### config.mk
export PLATFORM = sky130hd
export DESIGN_NAME = isqrt16_flat
export DESIGN_NICKNAME = d
export VERILOG_FILES = /design/src/rtl/isqrt16_if.sv /design/src/rtl/isqrt16.sv /design/src/flat_wrapper.sv
export SDC_FILE = /design/constraint.sdc
export NUM_CORES = 1
export LEC_CHECK = 0
export ABC_AREA = 1
export ABC_CLOCK_PERIOD_IN_PS = 1500
export BUFFER_PORTS_ARGS = -buffer_cell sky130_fd_sc_hd__buf_2
export CORE_ASPECT_RATIO = 1.5
export CORE_MARGIN = 2
export CORE_UTILIZATION = 40
export CTS_CLUSTER_DIAMETER = 120
export CTS_CLUSTER_SIZE = 12
export DETAILED_ROUTE_END_ITERATION = 10
export PLACE_DENSITY = 0.68
export SLEW_MARGIN = 40
export SYNTH_ARGS = -nofsm -noshare
export SYNTH_HDL_FRONTEND = slang
export SYNTH_SLANG_ARGS = --single-unit
### constraint.sdc
create_clock -name clk -period 1.5 [get_ports clk]
set_input_delay 0.15 -clock clk [delete_from_list [all_inputs] [get_ports clk]]
set_output_delay 0.15 -clock clk [all_outputs]
set_load 0.01 [all_outputs]
### src/rtl/isqrt16_if.sv
// Start/busy/done handshake bundle for the integer square-root unit.
// The requester drives start and x; the unit returns res, busy and done.
interface isqrt16_if #(
  parameter int WIDTH = 16
);
  logic             start;
  logic [WIDTH-1:0] x;
  logic [WIDTH-1:0] res;
  logic             busy;
  logic             done;

  modport master (
    output start, x,
    input  res, busy, done
  );

  modport slave (
    input  start, x,
    output res, busy, done
  );
endinterface

### src/rtl/isqrt16.sv
// Sequential floor(sqrt(x)) unit, restoring shift/subtract form.
// Produces one root bit per clock over WIDTH/2 iterations.
module isqrt16 #(
  parameter int WIDTH = 16
) (
  input  logic        clk,
  input  logic        reset,
  isqrt16_if.slave    bus
);
  localparam int H  = WIDTH / 2;
  localparam int CW = $clog2(H + 1);

  typedef enum logic {
    IDLE,
    RUN
  } state_t;

  state_t           r_state;
  state_t           w_state_nx;
  logic [WIDTH-1:0] r_op;
  logic [WIDTH-1:0] w_op_nx;
  logic [WIDTH-1:0] r_res;
  logic [WIDTH-1:0] w_res_nx;
  logic [H+1:0]     r_rem;
  logic [H+1:0]     w_rem_nx;
  logic [H+1:0]     w_rem_sh;
  logic [H+1:0]     w_trial;
  logic [H-1:0]     r_root;
  logic [H-1:0]     w_root_nx;
  logic [H-1:0]     w_root_it;
  logic [CW-1:0]    r_cnt;
  logic [CW-1:0]    w_cnt_nx;
  logic             r_busy;
  logic             w_busy_nx;
  logic             r_done;
  logic             w_done_nx;
  logic             w_ge;

  // Before the last shift the remainder fits in H bits,
  // so the two bits dropped by the shift are always zero.
  assign w_rem_sh  = (r_rem << 2)
                   | (H + 2)'(r_op[WIDTH-1 -: 2]);
  assign w_trial   = {r_root, 2'b01};
  assign w_ge      = (w_rem_sh >= w_trial);
  assign w_root_it = {r_root[H-2:0], w_ge};

  always_comb begin
    w_state_nx = r_state;
    w_op_nx    = r_op;
    w_res_nx   = r_res;
    w_rem_nx   = r_rem;
    w_root_nx  = r_root;
    w_cnt_nx   = r_cnt;
    w_busy_nx  = r_busy;
    w_done_nx  = 1'b0;
    unique case (r_state)
      IDLE: begin
        if (bus.start) begin
          w_op_nx    = bus.x;
          w_rem_nx   = '0;
          w_root_nx  = '0;
          w_cnt_nx   = CW'(H);
          w_busy_nx  = 1'b1;
          w_state_nx = RUN;
        end
      end
      RUN: begin
        w_op_nx   = r_op << 2;
        w_rem_nx  = w_ge ? (w_rem_sh - w_trial)
                         : w_rem_sh;
        w_root_nx = w_root_it;
        w_cnt_nx  = r_cnt - CW'(1);
        if (r_cnt == CW'(1)) begin
          w_res_nx   = {{(WIDTH-H){1'b0}}, w_root_it};
          w_busy_nx  = 1'b0;
          w_done_nx  = 1'b1;
          w_state_nx = IDLE;
        end
      end
      default: w_state_nx = IDLE;
    endcase
  end

  always_ff @(posedge clk or posedge reset) begin
    if (reset) begin
      r_state <= IDLE;
      r_op    <= '0;
      r_res   <= '0;
      r_rem   <= '0;
      r_root  <= '0;
      r_cnt   <= '0;
      r_busy  <= 1'b0;
      r_done  <= 1'b0;
    end else begin
      r_state <= w_state_nx;
      r_op    <= w_op_nx;
      r_res   <= w_res_nx;
      r_rem   <= w_rem_nx;
      r_root  <= w_root_nx;
      r_cnt   <= w_cnt_nx;
      r_busy  <= w_busy_nx;
      r_done  <= w_done_nx;
    end
  end

  assign bus.res  = r_res;
  assign bus.busy = r_busy;
  assign bus.done = r_done;
endmodule

### src/flat_wrapper.sv
// flat-port wrapper written by rule: the top's interface ports become plain ports
module isqrt16_flat 
#(
  parameter int WIDTH = 16
)
  (clk, reset, bus_start, bus_x, bus_res, bus_busy, bus_done);
  isqrt16_if #(.WIDTH(WIDTH)) bus_i ();
  input  logic clk;
  input  logic reset;
  input wire logic [$bits(bus_i.start)-1:0] bus_start;
  input wire logic [$bits(bus_i.x)-1:0] bus_x;
  output wire logic [$bits(bus_i.res)-1:0] bus_res;
  output wire logic [$bits(bus_i.busy)-1:0] bus_busy;
  output wire logic [$bits(bus_i.done)-1:0] bus_done;
  assign bus_i.start = bus_start;
  assign bus_i.x = bus_x;
  assign bus_res = bus_i.res;
  assign bus_busy = bus_i.busy;
  assign bus_done = bus_i.done;
  isqrt16 #(.WIDTH(WIDTH)) u_core (.clk(clk), .reset(reset), .bus(bus_i));
endmodule
# Yosys cells after proc, flatten, opt, wreduce, memory -nomap -nowiden
# Cells that the tools add are included.
# totals
regBits	47
# op_classes
bitwise	2
reduce_logical	2
eq_ne	3
n_addsub	2
n_lt_le_gt_ge	1
muxes	17
# ops
operator	n
$pmux W16 S2	1
$pmux W8 S2	2
$mux W8	3
$mux W16	1
$ge A10 B10 Y1	1
$or A10 B2 Y10	1
$pmux W4 S2	1
$sub A8 B8 Y8	1
$mux W1	6
$eq A4 B1 Y1 const B	1
$mux W4	1
$ne A2 B2 Y1 const B	2
$pmux W1 S2	2
$reduce_and A2 Y1	2
$sub A4 B1 Y4 const B	1
$not A1 Y1	1

# Longest topological paths before layout
# depth
ltp_word	4
depth_mapped	12
depth_no_buf	12

# Worst setup path before layout
# Ideal clock, no wire load.
# synth_path
path_type	register to register
from	register u_core.r_root[3]
to	register u_core.r_rem[1]
path_stages_with_launch	10
path_buffers	1
path_slack_ps	-99
t_arrival_ps	1477
path_cell_list	dfrtp_1 inv_1 ha_1 a21oi_1 nand2_1 nand2_4 nand3_2 buf_6 nor2_1 o21ai_1
# synth_via
elab_chain_len	3
# synth_rtl
element	line_no	source
start: declaration	isqrt16.sv:28	logic [H-1:0] r_root;
start signal: assignment	isqrt16.sv:99	r_root <= w_root_nx;
$ge A10 B10 Y1	isqrt16.sv:44	assign w_ge = (w_rem_sh >= w_trial);
$mux W8	isqrt16.sv:69	w_rem_nx = w_ge ? (w_rem_sh - w_trial)
$pmux W8 S2	isqrt16.sv:56	unique case (r_state)
end signal: assignment	isqrt16.sv:98	r_rem <= w_rem_nx;
end: declaration	isqrt16.sv:24	logic [H+1:0] r_rem;
# No other way between the ends.
# A chain may end at the register's enable or synchronous reset.

# Worst setup path in the final report
# layout_path
from	register u_core.r_rem[5]
to	register u_core.r_rem[3]
# layout_via
elab_chain_len	4
# layout_rtl
element	line_no	source
$or A10 B2 Y10	isqrt16.sv:42	| (H + 2)'(r_op[WIDTH-1 -: 2]);
$ge A10 B10 Y1	isqrt16.sv:44	
$mux W8	isqrt16.sv:69	
$pmux W8 S2	isqrt16.sv:56	
# No other way between the ends.

==> summary.md <==
| Metric | Value |
|---|---|
| Detailed Route Iter0 Violations | 79 |
| Kind of critical path | reg2reg |
| Initial antenna violation count | 0 |
| Power Dens Cells | 2590 mW/mm² |
| Ant diodes | 0 |
| Setup ws final | -0.0813 ns |
| Min-Delay Path Depth | 3 |
| Largest net degree at the start of global routing | 48 |
| RSZ-0062 raised after global routing | true |
| Core footprint | 0.00609 mm² |
| Mapped cell area | approximately 0.0025 mm² |
| Cell Area, Placed | 0.00303 mm² |
| RD Place Congestion | 0.858 |
| Max stage delay cell, worst path | dfrtp_1 |
| Pre-Repair DR Iteration Count | 4 |
| Flop2flop setup slack | -0.08 ns |
| Core Util, Final | 0.532 |
| Failing checks | setup timing |
| Average wire per standard cell | 12.7 µm |
| CTS Root Cell | clkbuf_8 |
| DP HPWL | 3990 µm |
| CP peak stage delay | 0.43 ns |
| Beginning of the worst hold path | bus_x[3] |
| Vias in the first global route | 2113 |
| Crit share post-route | 1.05 |
| Critical Path End Type | register |
| Routed WL | 5590 µm |
| Hold crit path type | in2reg |
| Hold EP | u_core.r_op[3] |
| VDD IR max | 0.00106 V |
| Type of origin of the critical path | register |
| DR vias/cell | 4.92 |
| Synth Warn # | 0 |
| Post-route ant nets | 0 |
| Maximum capacitance violations | 0 |
| Multi-input logic area | around 0.0013 mm² |
| First-pass GRT wire length | 9500 µm |
| Starting Density | 0.411 |
| Filler Cell Count | 562 |
| Clock Latency Late Sink | 0.30 ns |
| Worst path arrival time | 1.76 ns |
| Nets | 397 |
| Minimum clock period | about 1.6 ns |
| Number of flops mapped to enable cells by yosys | 0 |
| Leakage | 1.68 nW |
| Share of the synthesized area in the top cell type | 0.470 |
| R2R Path Start | u_core.r_rem[5] |
| Global Route Usage Sum | 0.180 |
| Cells after Synth | 307 |
| CTS tree | done |
| Die Wd | about 69 µm |
| CTS max path bufs | 2 |
| Vias | 2168 |
| Syn Area/Cell | 8.15 µm² |
| Synth cell types | 26 |
| Htree depth | 2 |
| FF-to-FF path depth | 8 |
| Num CTS Buffers | 5 |
| Hold WS | 0.0399 ns |
| Post-synthesis sequential area ratio | 0.470 |
| Die area | a little under 0.007 mm² |
| Area Growth Syn to Fin | 29.5% |
| Clock Sinks | 47 |
| Status | finished with violations |
| Congestion Overflow GR | 0 |
| CP Data Required Time | 1.68 ns |
| Reg-to-reg critical path endpoint | u_core.r_rem[3] |
| Worst Skew | roughly 0.0097 ns |
| Yosys top cell by area | dfrtp_1 |
| Ports | 37 |
| #FFs+latches synth | 47 |
| Design area | approximately 0.0032 mm² |
| Peak Freq | 0.632 GHz |
| DRC Markers | 0 |
| Most common cell on crit path | nand2_2 |
| Fin. Hold Viols | 0 |
| Crit path cell chain | ha_4, nand2_2, nand2_2, a21oi_4, buf_6, nand4_1, nand3_1, o21ai_1 |
| Asr flop ratio synth | 1.00 |
| Fraction of layout cells with a size suffix above 1 | 0.313 |
| Num rows | 35 |
| Count of final setup violators | 8 |
| Max-slew violations | 0 |
| Die Y | about 100 µm |
| Worst-path maximum fanout | 6 |
| Port bufs | 28 |
| Reg clk slew, reported paths | approximately 0.090 ns |
| Ranking of synthesized cells by area | dfrtp_1, nand2_1, inv_1, ha_1, nand3_1 |
| Synth Flop Type | dfrtp_1 |
| Seq. cell area | 0.00118 mm² |
[layout by cell type (no fill, tap or decap), types with 2 or more instances in the layout]
| cell type | synthesis | routed |
|---|---|---|
| nor2_2 | 4 | 3 |
| o21ai_0 | 16 | 12 |
| o211ai_1 | 2 | 2 |
| nand3_4 | 1 | 2 |
| nor2_4 | 1 | 2 |
| o21ai_1 | 1 | 4 |
| nor2_1 | 5 | 5 |
| dfrtp_1 | 47 | 46 |
| buf_6 | 1 | 4 |
| inv_2 | 0 | 10 |
| inv_1 | 42 | 32 |
| nand2_4 | 1 | 5 |
| clkbuf_8 | 0 | 6 |
| ha_1 | 12 | 4 |
| buf_2 | 4 | 28 |
| xnor2_1 | 3 | 3 |
| nand2_1 | 99 | 86 |
| conb_1 | 1 | 8 |
| a22o_1 | 2 | 2 |
| a21oi_4 | 1 | 2 |
| buf_4 | 9 | 28 |
| nand2_2 | 0 | 9 |
| ha_4 | 0 | 8 |
| buf_12 | 0 | 2 |
| nand3_1 | 29 | 28 |
| o22ai_1 | 8 | 8 |
| nand4_1 | 9 | 9 |
[worst max-delay path, delay by kind of cell, from the launching register on]
kind,cells,cell delay (ns)
flip-flops,1,0.43
AND/OR/NAND/NOR,4,0.31
AO/OA/AOI/OAI,2,0.29
adder cells (fa/ha/maj),1,0.28
buffers and inverters,1,0.15
[sequential cells by signal, summed over array words and instances (netlist names)]
signal	flops
u_core.r_root	8
u_core.r_op	16
u_core.r_rem	8
u_core.bus.done	1
u_core.bus.res	8
u_core.r_cnt	4
u_core.bus.busy	1
u_core.r_state	1
[kinds of logic after synthesis]
group,after synthesis,share of synthesized area
AND/OR/NAND/NOR,150,0.267
buffers and inverters,60,0.108
flip-flops,47,0.470
AO/OA/AOI/OAI,33,0.0795
adder cells (fa/ha/maj),12,0.0600
XOR/XNOR,4,0.0140
other,1,0.00150
[power by group]
part	internal [mW]	switching, mW
Clock	0.377	0.442
Combinational	2.45	2.88
Sequential	1.85	0.396
Total	4.67	3.71
[how the worst max path moves through the flow]
stage                startpoint              end  slack [ns]  depth (start not counted)
4_1_cts         u_core.r_rem[5]  u_core.r_rem[3]       -0.09                          8
3_5_place_dp   u_core.r_root[7]  u_core.r_rem[3]       -0.17                          9
6_report        u_core.r_rem[5]  u_core.r_rem[3]       -0.08                          8
5_1_grt         u_core.r_rem[2]  u_core.r_rem[7]       -0.18                         12
3_3_place_gp   u_core.r_root[7]  u_core.r_rem[3]       -0.14                          9
2_1_floorplan  u_core.r_root[7]  u_core.r_rem[1]      -0.006                          9
[cell type report]
type,instances,area share
tap,74,0.0286
sequential,47,0.363
multi-input combinational,207,0.392
clock inverter,2,0.00425
clock buffer,6,0.0255
inverter,42,0.0487
timing repair buffer,63,0.138
[synth_stat cells (2+ instances only)]
| master | instances |
|---|---|
| dfrtp_1 | 47 |
| xnor2_1 | 3 |
| buf_2 | 4 |
| nand4_1 | 9 |
| nor2_1 | 5 |
| ha_1 | 12 |
| buf_4 | 9 |
| o22ai_1 | 8 |
| a21oi_1 | 3 |
| nand3_1 | 29 |
| nand2_1 | 99 |
| clkbuf_1 | 4 |
| a22o_1 | 2 |
| o21ai_0 | 16 |
| nor2_2 | 4 |
| o211ai_1 | 2 |
| inv_1 | 42 |
[stage by stage]
step	cells	worst slack (ns)	TNS [ns]	power, mW
after floorplan	314	-0.00555	-0.00817	5.62
after CTS	441	-0.0924	-0.407	8.15
final	441	-0.0813	-0.329	8.39
after global routing	441	-0.179	-1.14	9.18
after detailed placement	431	-0.168	-1.02	7.12
after global placement	431	-0.144	-0.850	6.97
[per-layer routing]
layer / routed length, µm / part of all wire / global-route usage / vias to the layer above
li1: - / - / - / 1084
met1: 2270 / 0.41 / 0.218 / 1027
met2: 2990 / 0.53 / 0.312 / 48
met3: 190 / 0.034 / 0.0291 / 9
met4: 142 / 0.025 / 0.0662 / 0
met5: 0 / 0 / 0 / -
[repair_timing]
action / 4_1_cts / 5_1_grt
pin swaps: 5 / 11
setup buffers: 1 / 0
hold buffers: 1 / 0
resized for setup: 9 / 17
setup endpoints to repair: 10 / 10
endpoints found under the hold margin: 47 / 0
Note: power is estimated with default switching activity, not from simulation.
